<file path="src/rtl/instr_fetch_ctrl_pkg.sv">
// instr_fetch_ctrl_pkg: shared widths, opcode constants and FSM state encoding for the fetch stage
package instr_fetch_ctrl_pkg;
  localparam int DATA_W      = 19;
  localparam int OPC_W       = 5;
  localparam int ADDR_FLD_W  = 14;
  localparam int STACK_DEPTH = 16;
  localparam logic [OPC_W-1:0] OPC_JMP  = 5'h10;
  localparam logic [OPC_W-1:0] OPC_BEQ  = 5'h11;
  localparam logic [OPC_W-1:0] OPC_BNE  = 5'h12;
  localparam logic [OPC_W-1:0] OPC_CALL = 5'h13;
  localparam logic [OPC_W-1:0] OPC_RET  = 5'h14;
  localparam logic [OPC_W-1:0] OPC_HLT  = 5'h1F;
  typedef logic [2:0] state_t;
  localparam state_t S_IDLE   = 3'd0;
  localparam state_t S_REQ    = 3'd1;
  localparam state_t S_WAIT   = 3'd2;
  localparam state_t S_ISSUE  = 3'd3;
  localparam state_t S_UPDATE = 3'd4;
  localparam state_t S_HALT   = 3'd5;
endpackage

</file>
<file path="src/rtl/instr_fetch_ctrl_cf_decode.sv">
// cf_decode: combinational control-flow decode of opcode + zero flag into a PC strobe one-hot
// Ports: opc_i opcode, zero_i ALU zero flag,
//        sel_o strobe one-hot {jump,ret,call,branch,update}, seq_o sequential advance, hlt_o halt
module cf_decode
  import instr_fetch_ctrl_pkg::*;
(
  input  logic [OPC_W-1:0] opc_i,
  input  logic             zero_i,
  output logic [4:0]       sel_o,
  output logic             seq_o,
  output logic             hlt_o
);
  always_comb begin
    hlt_o = opc_i == OPC_HLT;
    sel_o = opc_i == OPC_JMP  ? 5'b10000 :
            opc_i == OPC_BEQ  ? (zero_i ? 5'b00010 : 5'b00001) :
            opc_i == OPC_BNE  ? (zero_i ? 5'b00001 : 5'b00010) :
            opc_i == OPC_CALL ? 5'b00100 :
            opc_i == OPC_RET  ? 5'b01000 :
            hlt_o             ? 5'b00000 : 5'b00001;
    seq_o = sel_o[0];
  end
endmodule

</file>
<file path="src/rtl/instr_fetch_ctrl.sv">
// instr_fetch_ctrl: fetch/sequencing FSM around the program counter, driving one PC strobe per instruction
// Ports: clk/reset (async, active-high); pc_in, zero_flag from datapath;
//        imem_req/imem_addr/imem_valid/imem_rdata instruction-memory handshake;
//        instr_valid/instr_ready/instr_out decode handshake;
//        pc_update/pc_branch/pc_call/pc_ret/pc_jump, pc_next, jump_addr PC control; halted, fault status.
// Optional: CALL_DEPTH_CHECK_EN adds a call-depth counter that faults on stack over/underflow.
module instr_fetch_ctrl
  import instr_fetch_ctrl_pkg::*;
(
  input  logic              clk,
  input  logic              reset,
  input  logic [DATA_W-1:0] pc_in,
  input  logic              zero_flag,
  output logic              imem_req,
  output logic [DATA_W-1:0] imem_addr,
  input  logic              imem_valid,
  input  logic [DATA_W-1:0] imem_rdata,
  output logic              instr_valid,
  input  logic              instr_ready,
  output logic [DATA_W-1:0] instr_out,
  output logic              pc_update,
  output logic              pc_branch,
  output logic              pc_call,
  output logic              pc_ret,
  output logic              pc_jump,
  output logic [DATA_W-1:0] pc_next,
  output logic [DATA_W-1:0] jump_addr,
  output logic              halted,
  output logic              fault
);
  state_t state_q, state_d;
  logic [DATA_W-1:0] instr_q, jaddr_q;
  logic [4:0] sel_q, sel_d;
  logic seq_q, seq_d, hlt_q, hlt_d;
  logic upd, hs, bad;
  cf_decode u_dec (
    .opc_i (instr_q[DATA_W-1 -: OPC_W]),
    .zero_i(zero_flag),
    .sel_o (sel_d),
    .seq_o (seq_d),
    .hlt_o (hlt_d)
  );
  assign upd = state_q == S_UPDATE;
  assign hs  = state_q == S_ISSUE && instr_ready;
  assign {pc_jump, pc_ret, pc_call, pc_branch, pc_update} = (upd && !bad) ? sel_q : 5'b0;
  assign pc_next     = pc_in + DATA_W'(upd && seq_q);
  assign imem_req    = state_q == S_REQ;
  assign imem_addr   = pc_in;
  assign instr_valid = state_q == S_ISSUE;
  assign instr_out   = instr_q;
  assign jump_addr   = jaddr_q;
  assign halted      = state_q == S_HALT;
  always_comb begin
    state_d = state_q == S_IDLE   ? S_REQ :
              state_q == S_REQ    ? S_WAIT :
              state_q == S_WAIT   ? (imem_valid ? S_ISSUE : S_WAIT) :
              state_q == S_ISSUE  ? (instr_ready ? S_UPDATE : S_ISSUE) :
              state_q == S_UPDATE ? ((hlt_q || bad) ? S_HALT : S_REQ) : S_HALT;
  end
  always_ff @(posedge clk or posedge reset) begin
    if (reset) begin
      state_q <= S_IDLE;
      instr_q <= '0;
      jaddr_q <= '0;
      sel_q   <= '0;
      seq_q   <= 1'b0;
      hlt_q   <= 1'b0;
    end else begin
      state_q <= state_d;
      if (state_q == S_WAIT && imem_valid) instr_q <= imem_rdata;
      if (hs) begin
        sel_q   <= sel_d;
        seq_q   <= seq_d;
        hlt_q   <= hlt_d;
        jaddr_q <= {{(DATA_W-ADDR_FLD_W){1'b0}}, instr_q[ADDR_FLD_W-1:0]};
      end
    end
  end
`ifdef CALL_DEPTH_CHECK_EN
  logic [4:0] depth_q;
  logic fault_q;
  // Overflowing CALL or underflowing RET is caught in UPDATE, before any strobe reaches the PC.
  assign bad   = upd && ((sel_q[2] && depth_q == 5'(STACK_DEPTH)) || (sel_q[3] && depth_q == 5'd0));
  assign fault = fault_q;
  always_ff @(posedge clk or posedge reset) begin
    if (reset) begin
      depth_q <= '0;
      fault_q <= 1'b0;
    end else begin
      depth_q <= depth_q + 5'(pc_call) - 5'(pc_ret);
      fault_q <= fault_q | bad;
    end
  end
`else
  assign bad   = 1'b0;
  assign fault = 1'b0;
`endif
endmodule

</file>
<file path="config.mk">
export PLATFORM = sky130hd
export DESIGN_NAME = instr_fetch_ctrl
export DESIGN_NICKNAME = d
export VERILOG_FILES = /design/src/rtl/instr_fetch_ctrl_pkg.sv /design/src/rtl/instr_fetch_ctrl_cf_decode.sv /design/src/rtl/instr_fetch_ctrl.sv
export SDC_FILE = /design/constraint.sdc
export NUM_CORES = 1
export LEC_CHECK = 0
export CORE_MARGIN = 8
export CORE_UTILIZATION = 35
export DETAILED_ROUTE_END_ITERATION = 8
export PLACE_DENSITY = 0.77
export SYNTH_ARGS = -nofsm -noshare
export SYNTH_HDL_FRONTEND = slang
export SYNTH_SLANG_ARGS = --single-unit
</file>
<file path="constraint.sdc">
create_clock -name clk -period 2.65 [get_ports clk]
set_clock_uncertainty 0.2 [all_clocks]
set_input_delay 0.6625 -clock clk [delete_from_list [all_inputs] [get_ports clk]]
set_output_delay 0.6625 -clock clk [all_outputs]
set_load 0.05 [all_outputs]
</file>
==> reports/summary.txt <==
Post-synth EDFFs - 0
area of the die - 9370 um^2
fin crit period - 3.29 ns
Fin. Hold Viols - 0
largest net degree at the start of global routing - 43
DR iter-0 viols - 64
Initial Utilization - 36.0%
Worst-path clk slew - 0.08 ns
final wirelength - 8180 um
Power per Cell Area - 344 nW/um^2
layout cell share with drive strength beyond 1 - 41.2%
reg-to-reg setup timing slack - 0.84 ns
Most common cell on crit path - ha_4
Synth cell types - 38
RR Endpoint - instr_out[14]$_DFFE_PP0P_
Tcrit/Tclk final - 124%
CTS Hold Buffers Added - 0
area of placed instances - 4460 um^2
Cell Area, Synth - 2290 um^2
Final setup viols - 17
worst slew pin tran - 0.541 ns
hold wc startpoint - sel_q[4]$_DFFE_PP0P_
CTS tree - done
warnings from Yosys - 0
r2r startpoint - state_q[1]$_DFF_PP0_
ranking of synthesized cells by area - dfrtp_1, nand2_1, buf_4
Max-Cap Viols - 0
WS Path Type - flip-flop to primary output
crit-path cells - nor3b_4 > and2_4 > ha_4 > ha_4 > nand3_4 > nor3_4 > nand4_1 > xnor2_4 > buf_12
Hold Path Depth - 2
Root Buffer - clkbuf_8
RSZ-0062 raised after global routing - yes
internal power - 1.11 mW
remaining antenna violation count after routing - 0
Syn-to-layout area delta - 107%
switching share of total power - 31.9%
combinational group share of total power - 33.9%
Critical path origin - state_q[0]$_DFF_PP0_
I/O Buffers - 121
router iterations before antenna repair - 6
#FFs+latches synth - 42
ys flop type - dfrtp_1
sw power - 0.519 mW
initial antenna violation count - 0
setup TNS - -7.39 ns
CP arrival - 2.42 ns
CP max stage cell - dfrtp_1
utilization after layout - 74.6%
post-DR wirelength/cell - 18.1 um
max-slew violation count - 0
CP Max Fanout - 5
first-pass GRT wire length - 13,100 um
vias in the first global route - 2,455
detailed-route DRC error count - 0
dpl hpwl - 6340 um
FF-to-FF path depth - 5
syn_area_per_cell - 9.90 um^2
clock share of power - 24.9%
failing checks - negative setup slack
via-per-instance ratio - 4.90
CP Launch Type - flip-flop
Max Fclk - 0.304 GHz
Final nets - 422
vias - 2,218
# diodes - 0
CP endpoint kind - primary output
Rows - 29
die height - 96.8 um
Final Instance Area - 4740 um^2
minimum hold slack - 0.267 ns
global placement routability congestion - 0.871
Final WS setup - -0.637 ns
die width - 96.8 um
Bufs on Longest Clock Path - 2
LEAKAGE - 2.15 nW
worst skew pair latency - 0.29 ns
gr usage total - 17.0%
status - finished with violations
Critical Path RT - 1.79 ns
gr ovfl total - 0
dominant cell type by area after synthesis - dfrtp_1
Seq pwr share - 41.2%
htree depth - 2
core area - 6350 um^2
share of the synthesized area in the top cell type - 46.0%
total CTS buffers - 5
Buf+Inv Stages, Crit Path - 1
register area share after synthesis - 46.0%
Slew HR - 63.8%
Worst VDD drop - 0.424 mV
io pins - 128
TritonCTS Sinks - 42
delay of the slowest critical-path stage - 0.41 ns
endpoint of the worst hold path - sel_q[4]$_DFFE_PP0P_
Hold Crit Class - flip-flop to flip-flop
ys async rst share - 100%
Mapped Cells - 231
Top delay family on crit path - simple AND/OR/NAND/NOR gates
## logic make-up (layout without fill, tap and decap cells)
family,count (synthesis),after routing,synth area share (%)
fa+ha+maj,2,2,1.09
flops,42,42,46.0
compound gates,18,18,5.20
simple gates,95,95,21.0
xor+xnor,17,17,6.51
other cells,1,6,0.164
buf+inv,38,178,11.2
mux,18,18,8.87
## worst reg2reg max path, cell delays in order, from the launching register on
cell	delay [ns]
dfrtp_1	0.39
buf_4	0.15
inv_2	0.08
nor4b_4	0.32
buf_12	0.21
mux2_2	0.35
## metal layers
| layer | up-vias | share of wire, % | track usage [%] |
|---|---|---|---|
| met1 | 1070 | 39 | 18.6 |
| li1 | 1030 | - | - |
| met2 | 109 | 50 | 29.5 |
| met3 | 9 | 9.5 | 7.47 |
| met4 | 0 | 1.3 | 3.55 |
| met5 | - | 0 | 0 |
## placed cells by master, fill, tap and decap left out, types with 2 or more instances in the layout
cell type and n:
nand2_1 52, dfrtp_1 42, and2_1 5, xnor2_4 11, nor2_1 2, nor3_4 3, buf_12 46, buf_4 39
dlygate4sd2_1 8, conb_1 6, mux2_2 17, o21a_1 2, xor2_4 5, inv_1 4, o21ai_0 7, nand3_4 3
nor2_4 4, clkdlybuf4s50_1 67, o31ai_1 2, nand3_1 3, nand2_4 3, nor3b_1 2, clkbuf_8 6, ha_4 2
buf_6 7, nand4_1 7
## final cells by class
class	count	area, um^2
fill	412	1610
clock buffer	6	82.6
tap	77	96.3
multi-input combinational	156	1460
sequential	42	1050
timing repair buffer	167	2030
inverter	5	18.8
## power groups by stage
stage	sequential, mW	combinational, mW	clock, mW
floorplan	0.733	0.225	0
global placement	0.682	0.542	0
detailed placement	0.683	0.549	0
CTS	0.671	0.552	0.415
global route	0.673	0.573	0.439
finish	0.671	0.552	0.406
## sequential cells by signal, indices dropped and copies added (netlist names)
signal     count
instr_out     19
hlt_q          1
sel_q          5
jump_addr     14
state_q        3
## through the flow
step	setup WS, ns	std cells	power (mW)
global route	-0.748	453	1.68
global placement	-0.711	441	1.22
CTS	-0.576	449	1.64
floorplan	-0.553	236	0.958
detailed placement	-0.745	441	1.23
finish	-0.637	453	1.63
## worst max-delay path by stage
stage                       end  slack [ns]  depth (start not counted)
finish              pc_next[12]       -0.64                          9
global placement    pc_next[12]       -0.71                          8
floorplan           pc_next[12]       -0.55                          9
detailed placement  pc_next[18]       -0.75                          8
CTS                 pc_next[18]       -0.58                          9
global route        pc_next[12]       -0.75                          9
## timing repair
| item | in CTS | in global routing |
|---|---|---|
| pin swaps | 18 | 13 |
| gates resized for setup | 31 | 12 |
| setup endpoints to repair | 17 | 17 |
| buffers inserted | 4 | 9 |
## Yosys cell counts, types with 3 or more instances
master,count
nor3b_1,3
mux2_2,17
o21ai_0,7
nor2_1,6
buf_4,27
nand4_1,7
dfrtp_1,42
buf_2,3
and2_1,6
nand2_1,55
nand3_1,7
xor2_1,5
inv_1,4
xnor2_1,12
No activity file was read; power rests on OpenSTA's default activity.
